**src/rtl/plot_scheduler.sv**
```systemverilog
// Plot-port scheduler for the 160x120 VGA adapter: arbitrates user/simulation cell
// requests and a full-screen clear, expanding each cell into single-pixel plots.
module plot_scheduler #(
   parameter int GRID_W  = 40,
   parameter int GRID_H  = 30,
   parameter int CELL_PX = 4,
   parameter int SCR_W   = 160,
   parameter int SCR_H   = 120
) (
   input  logic       clock,
   input  logic       reset_n,
   input  logic       clear_req,
   input  logic       usr_valid,
   output logic       usr_ready,
   input  logic [5:0] usr_cx,
   input  logic [4:0] usr_cy,
   input  logic [2:0] usr_colour,
   input  logic       sim_valid,
   output logic       sim_ready,
   input  logic [5:0] sim_cx,
   input  logic [4:0] sim_cy,
   input  logic [2:0] sim_colour,
   output logic [7:0] x,
   output logic [6:0] y,
   output logic [2:0] colour,
   output logic       plot,
   output logic       busy,
   output logic       clear_done,
   output logic       range_err
);

   typedef enum logic [1:0] {IDLE, PAINT, CLEAR} state_t;

   localparam logic [5:0] GW_LIM  = 6'(GRID_W);
   localparam logic [4:0] GH_LIM  = 5'(GRID_H);
   localparam logic [7:0] CELL_X  = 8'(CELL_PX);
   localparam logic [6:0] CELL_Y  = 7'(CELL_PX);
   localparam logic [7:0] PX_LAST = 8'(CELL_PX - 1);
   localparam logic [6:0] PY_LAST = 7'(CELL_PX - 1);
   localparam logic [7:0] X_LAST  = 8'(SCR_W - 1);
   localparam logic [6:0] Y_LAST  = 7'(SCR_H - 1);

   state_t     state, state_nx;
   logic       clear_pending, pend_nx;
   logic       rr_usr, rr_nx;
   logic [7:0] base_x, bx_nx, px, px_nx, x_nx;
   logic [6:0] base_y, by_nx, py, py_nx, y_nx;
   logic [2:0] colour_nx;
   logic       plot_nx, done_nx, err_nx;
   logic       grant_usr, grant_sim;
   logic [5:0] sel_cx;
   logic [4:0] sel_cy;
   logic [2:0] sel_col;

   always_comb begin
      state_nx  = state;
      pend_nx   = clear_pending | clear_req;
      rr_nx     = rr_usr;
      bx_nx     = base_x;
      by_nx     = base_y;
      px_nx     = px;
      py_nx     = py;
      x_nx      = x;
      y_nx      = y;
      colour_nx = colour;
      plot_nx   = 1'b0;
      done_nx   = 1'b0;
      err_nx    = 1'b0;
      usr_ready = 1'b0;
      sim_ready = 1'b0;
      // rr_usr set means usr wins a tie
      grant_usr = usr_valid & (~sim_valid | rr_usr);
      grant_sim = sim_valid & ~grant_usr;
      sel_cx    = grant_usr ? usr_cx     : sim_cx;
      sel_cy    = grant_usr ? usr_cy     : sim_cy;
      sel_col   = grant_usr ? usr_colour : sim_colour;

      case (state)
         IDLE: begin
            if (clear_pending) begin
               state_nx  = CLEAR;
               pend_nx   = clear_req;
               x_nx      = '0;
               y_nx      = '0;
               colour_nx = '0;
               plot_nx   = 1'b1;
            end else if (grant_usr || grant_sim) begin
               usr_ready = grant_usr;
               sim_ready = grant_sim;
               rr_nx     = grant_sim;
               if (sel_cx < GW_LIM && sel_cy < GH_LIM) begin
                  state_nx  = PAINT;
                  bx_nx     = 8'(sel_cx) * CELL_X;
                  by_nx     = 7'(sel_cy) * CELL_Y;
                  px_nx     = '0;
                  py_nx     = '0;
                  x_nx      = bx_nx;
                  y_nx      = by_nx;
                  colour_nx = sel_col;
                  plot_nx   = 1'b1;
               end else begin
                  err_nx = 1'b1;
               end
            end
         end
         PAINT: begin
            if (px == PX_LAST && py == PY_LAST) begin
               state_nx = IDLE;
            end else begin
               if (px == PX_LAST) begin
                  px_nx = '0;
                  py_nx = py + 7'd1;
               end else begin
                  px_nx = px + 8'd1;
               end
               x_nx    = base_x + px_nx;
               y_nx    = base_y + py_nx;
               plot_nx = 1'b1;
            end
         end
         CLEAR: begin
            if (x == X_LAST && y == Y_LAST) begin
               state_nx = IDLE;
               done_nx  = 1'b1;
            end else begin
               if (x == X_LAST) begin
                  x_nx = '0;
                  y_nx = y + 7'd1;
               end else begin
                  x_nx = x + 8'd1;
               end
               plot_nx = 1'b1;
            end
         end
         default: state_nx = IDLE;
      endcase
   end

   always_ff @(posedge clock) begin
      if (!reset_n) begin
         state         <= IDLE;
         clear_pending <= 1'b0;
         rr_usr        <= 1'b1;
         base_x        <= '0;
         base_y        <= '0;
         px            <= '0;
         py            <= '0;
         x             <= '0;
         y             <= '0;
         colour        <= '0;
         plot          <= 1'b0;
         busy          <= 1'b0;
         clear_done    <= 1'b0;
         range_err     <= 1'b0;
      end else begin
         state         <= state_nx;
         clear_pending <= pend_nx;
         rr_usr        <= rr_nx;
         base_x        <= bx_nx;
         base_y        <= by_nx;
         px            <= px_nx;
         py            <= py_nx;
         x             <= x_nx;
         y             <= y_nx;
         colour        <= colour_nx;
         plot          <= plot_nx;
         busy          <= (state_nx != IDLE);
         clear_done    <= done_nx;
         range_err     <= err_nx;
      end
   end

endmodule
```
**config.mk**
```make
export PLATFORM = sky130hd
export DESIGN_NAME = plot_scheduler
export DESIGN_NICKNAME = d
export VERILOG_FILES = /design/src/rtl/plot_scheduler.sv
export SDC_FILE = /design/constraint.sdc
export NUM_CORES = 1
export LEC_CHECK = 0
export CAP_MARGIN = 0
export CORE_MARGIN = 2
export CORE_UTILIZATION = 43
export DETAILED_ROUTE_END_ITERATION = 16
export GPL_ROUTABILITY_DRIVEN = 0
export GPL_TIMING_DRIVEN = 0
export PLACE_DENSITY = 0.77
export SYNTH_ARGS = -nofsm -noshare
export SYNTH_HDL_FRONTEND = slang
export SYNTH_SLANG_ARGS = --single-unit
```
**constraint.sdc**
```tcl
create_clock -name clock -period 4.04 [get_ports clock]
set_input_delay 0.808 -clock clock [delete_from_list [all_inputs] [get_ports clock]]
set_output_delay 0.808 -clock clock [all_outputs]
set_load 0.05 [all_outputs]
```
==> flow_metrics.env <==
export IMPL_yosys_warnings=0
export IMPL_r2r_end="x[6]"
export IMPL_grt_max_degree=16
export IMPL_port_buffers=54
export IMPL_rr_worst_depth=12
export IMPL_yosysSeqAreaShare_pct=30.49
export IMPL_maxSlewViolCount=0
export IMPL_async_flop_share_pct=0
export IMPL_final_layout_size_suffix_gt1_share_pct=5.241
export IMPL_path_buf_inv=3
export IMPL_start_util_pct=44.19
export IMPL_worstPathArrival_ps=3120
export IMPL_status="complete, no violations"
export IMPL_avgViaCountPerCell=6.060
export IMPL_skew_ps=10.97
export IMPL_synth_common_cells="52 x dfxtp_1, 39 x nor2_1, 32 x nand2_1, 28 x a21oi_1, 23 x nand3_1"
export IMPL_wl_per_cell_um=17.71
export IMPL_cts_made_buffers=5
export IMPL_track_usage_pct=24.55
export IMPL_finalSetupTns_ps=0
export IMPL_ys_types=67
export IMPL_drt_total_wl_um=10260
export IMPL_required_ps=3230
export IMPL_area_growth_synth_to_final_pct=22.28
export IMPL_syn_nets=465
export IMPL_cpMaxStageDelayCell="clkdlybuf4s50_1"
export IMPL_worstPathMaxFanout=10
export IMPL_worst_slew_pin_slew_ps=757.6
export IMPL_cp_num_cells=6
export IMPL_yosys_top_cells_area="dfxtp_1 30%, ha_1 5.5%, xnor2_1 5.1%"
export IMPL_cts_tree="built"
export IMPL_layout_min_cycle_time_ps=3929
export IMPL_cp_end_kind="output port"
export IMPL_clock_path_buffers=2
export IMPL_dp_slack_ps=-321.5
export IMPL_drv_cap=0
export IMPL_avgSynthCellArea_um2=8.228
export IMPL_critPathMostFrequentCell="clkdlybuf4s50_1"
export IMPL_antenna_found_initial=0
export IMPL_ff2ff_setup_slack_ps=430
export IMPL_grt_pass1_wl_um=16840
export IMPL_die_w_um=93.11
export IMPL_clkLatencyLatePin_ps=320
export IMPL_core_area_mm2=0.007727
export IMPL_route_detailed_drc=0
export IMPL_synth_edf_count=0
export IMPL_hold_path_class="reg -> reg"
export IMPL_r2r_start="px[0]"
export IMPL_path_delay_family="buffers and inverters"
export IMPL_timing_hold_ws_ps=513.2
export IMPL_cellPowerDensity_mw_per_mm2=356.8
export IMPL_period_share_pct=97.26
export IMPL_path_class="in -> out"
export IMPL_vias=3509
export IMPL_dieArea_mm2=0.008669
export IMPL_hold_viol=0
export IMPL_ys_seq_elements=52
export IMPL_row_count=32
export IMPL_first_pass_iters=5
export IMPL_rsz0062_at_grt="false"
export IMPL_finish_instance_area_mm2=0.004175
export IMPL_syn_cell_area_mm2=0.003415
export IMPL_io_pins=57
export IMPL_cp_slowest_stage_delay_ps=820
export IMPL_start_kind="input port"
export IMPL_ant_nets=0
export IMPL_synth_top_area_share_pct=30.49
export IMPL_syn_inst=415
export IMPL_crit_path_end="usr_ready"
export IMPL_hpwl_um=8001
export IMPL_clkSinkCount=52
export IMPL_p_leak_nw=1.642
export IMPL_fin_nets=526
export IMPL_crit_chain="clkdlybuf4s50_1 > nand2b_4 > nand2_1 > clkbuf_2 > nor2_1 > clkdlybuf4s50_1"
export IMPL_dpl_instance_area_mm2=0.004083
export IMPL_cts_hold_buffers=0
export IMPL_synth_area_leader_cell="dfxtp_1"
export IMPL_fmaxAchievable_mhz=254.5
export IMPL_antenna_cells=0
export IMPL_grt_pass1_vias=3368
export IMPL_root_buffer="clkbuf_8"
export IMPL_grt_overflow=0
export IMPL_synthFlopType="dfxtp_1"
export IMPL_die_h_um=93.11
export IMPL_yosysMostFrequentCell="dfxtp_1"
export IMPL_cts_clk_slew_worst_paths_ps=90
export IMPL_peakVddDrop_mv=0.2181
export IMPL_relSlewSlack_pct=49.49
export IMPL_htreeDepth=2
export IMPL_dr_first_iter_drc_count=353
export IMPL_worst_slack_ps=110.6
export IMPL_critPathLaunch="sim_valid"
export IMPL_finalSetupViolations=0
how the worst min path moves through the flow:
stage               startpoint   endpoint  slack (ps)  cells past startpoint
finish                    y[1]       y[1]         510                      2
detailed placement   colour[0]  colour[0]         500                      2
CTS                  base_x[2]  base_x[2]         520                      2
floorplan                py[5]      py[5]         480                      1
global route         base_y[3]  base_y[3]         540                      2
global placement     colour[2]  colour[2]         480                      2
final cells by class:
class	count	area (um^2)
fillers	722	3552
well taps	102	127.6
inverters	20	75.07
clock inverters	2	10.01
clock buffers	6	82.58
flip-flops and latches	52	1041
plain buffers	21	90.09
multi-input cells	322	2210
repair buffers	54	539.3
cells in the final DEF, fill, tap and decap left out, types with 5 or more instances in the layout:
master / n
clkdlybuf4s50_1: 53
dfxtp_1: 52
nor2_1: 39
nand2_1: 32
a21oi_1: 28
nand3_1: 23
xnor2_1: 20
inv_1: 19
o21ai_0: 17
mux2i_1: 17
a211oi_1: 15
ha_1: 15
clkbuf_1: 14
xor2_1: 8
nor3_1: 7
nand4_1: 7
o22ai_1: 7
a21o_1: 6
a22o_1: 6
clkbuf_8: 6
and3_1: 5
buf_2: 5
nand2b_1: 5
layer usage:
metal	track usage [%]	share of wire (%)
met3	5.641	8.7
met1	30.87	41
met5	0	0
met4	10.54	3.1
met2	40.34	47
cells by family after synthesis:
kind of cell | synth area share (%)
AND/OR/NAND/NOR | 21.00
AO/OA/AOI/OAI | 23.64
flip-flops | 30.49
buffers and inverters | 4.800
XOR/XNOR | 7.842
adder cells (fa/ha/maj) | 7.255
multiplexers | 4.983
per-stage QoR:
stage / utilization, % / std cells / power, mW
global placement: 52.83 / 571 / 1.157
global route: 54.03 / 579 / 1.555
finish: 54.03 / 579 / 1.490
detailed placement: 52.83 / 571 / 1.170
floorplan: - / 415 / 0.9816
CTS: 54.03 / 579 / 1.484
sequential cells by signal, indices dropped and copies added, names as in the netlist, 2 cells and up:
signal,count
px,8
x,8
py,7
y,7
base_x,6
base_y,5
colour,3
state,2
where the power goes:
part	switching (mW)	total (mW)	internal [mW]
Clock	0.183	0.320	0.137
Sequential	0.0505	0.610	0.559
Combinational	0.354	0.560	0.206
Total	0.587	1.49	0.902
worst reg2reg max path: stages, from the launching register on:
cell and delay (ps):
dfxtp_1 390, ha_1 310, nor4b_2 200, and2_1 150, buf_4 160, nor2_1 150
ha_1 210, inv_1 60, fa_1 410, maj3_1 390, a21o_1 170, a2111oi_0 640
o221a_2 310
what timing repair did:
| item | in CTS | in global routing |
|---|---|---|
| resized for setup | 2 | 0 |
| endpoints found under the setup margin | 2 | 0 |
| setup buffers | 0 | 0 |
Power figures use the tool's default switching activity.
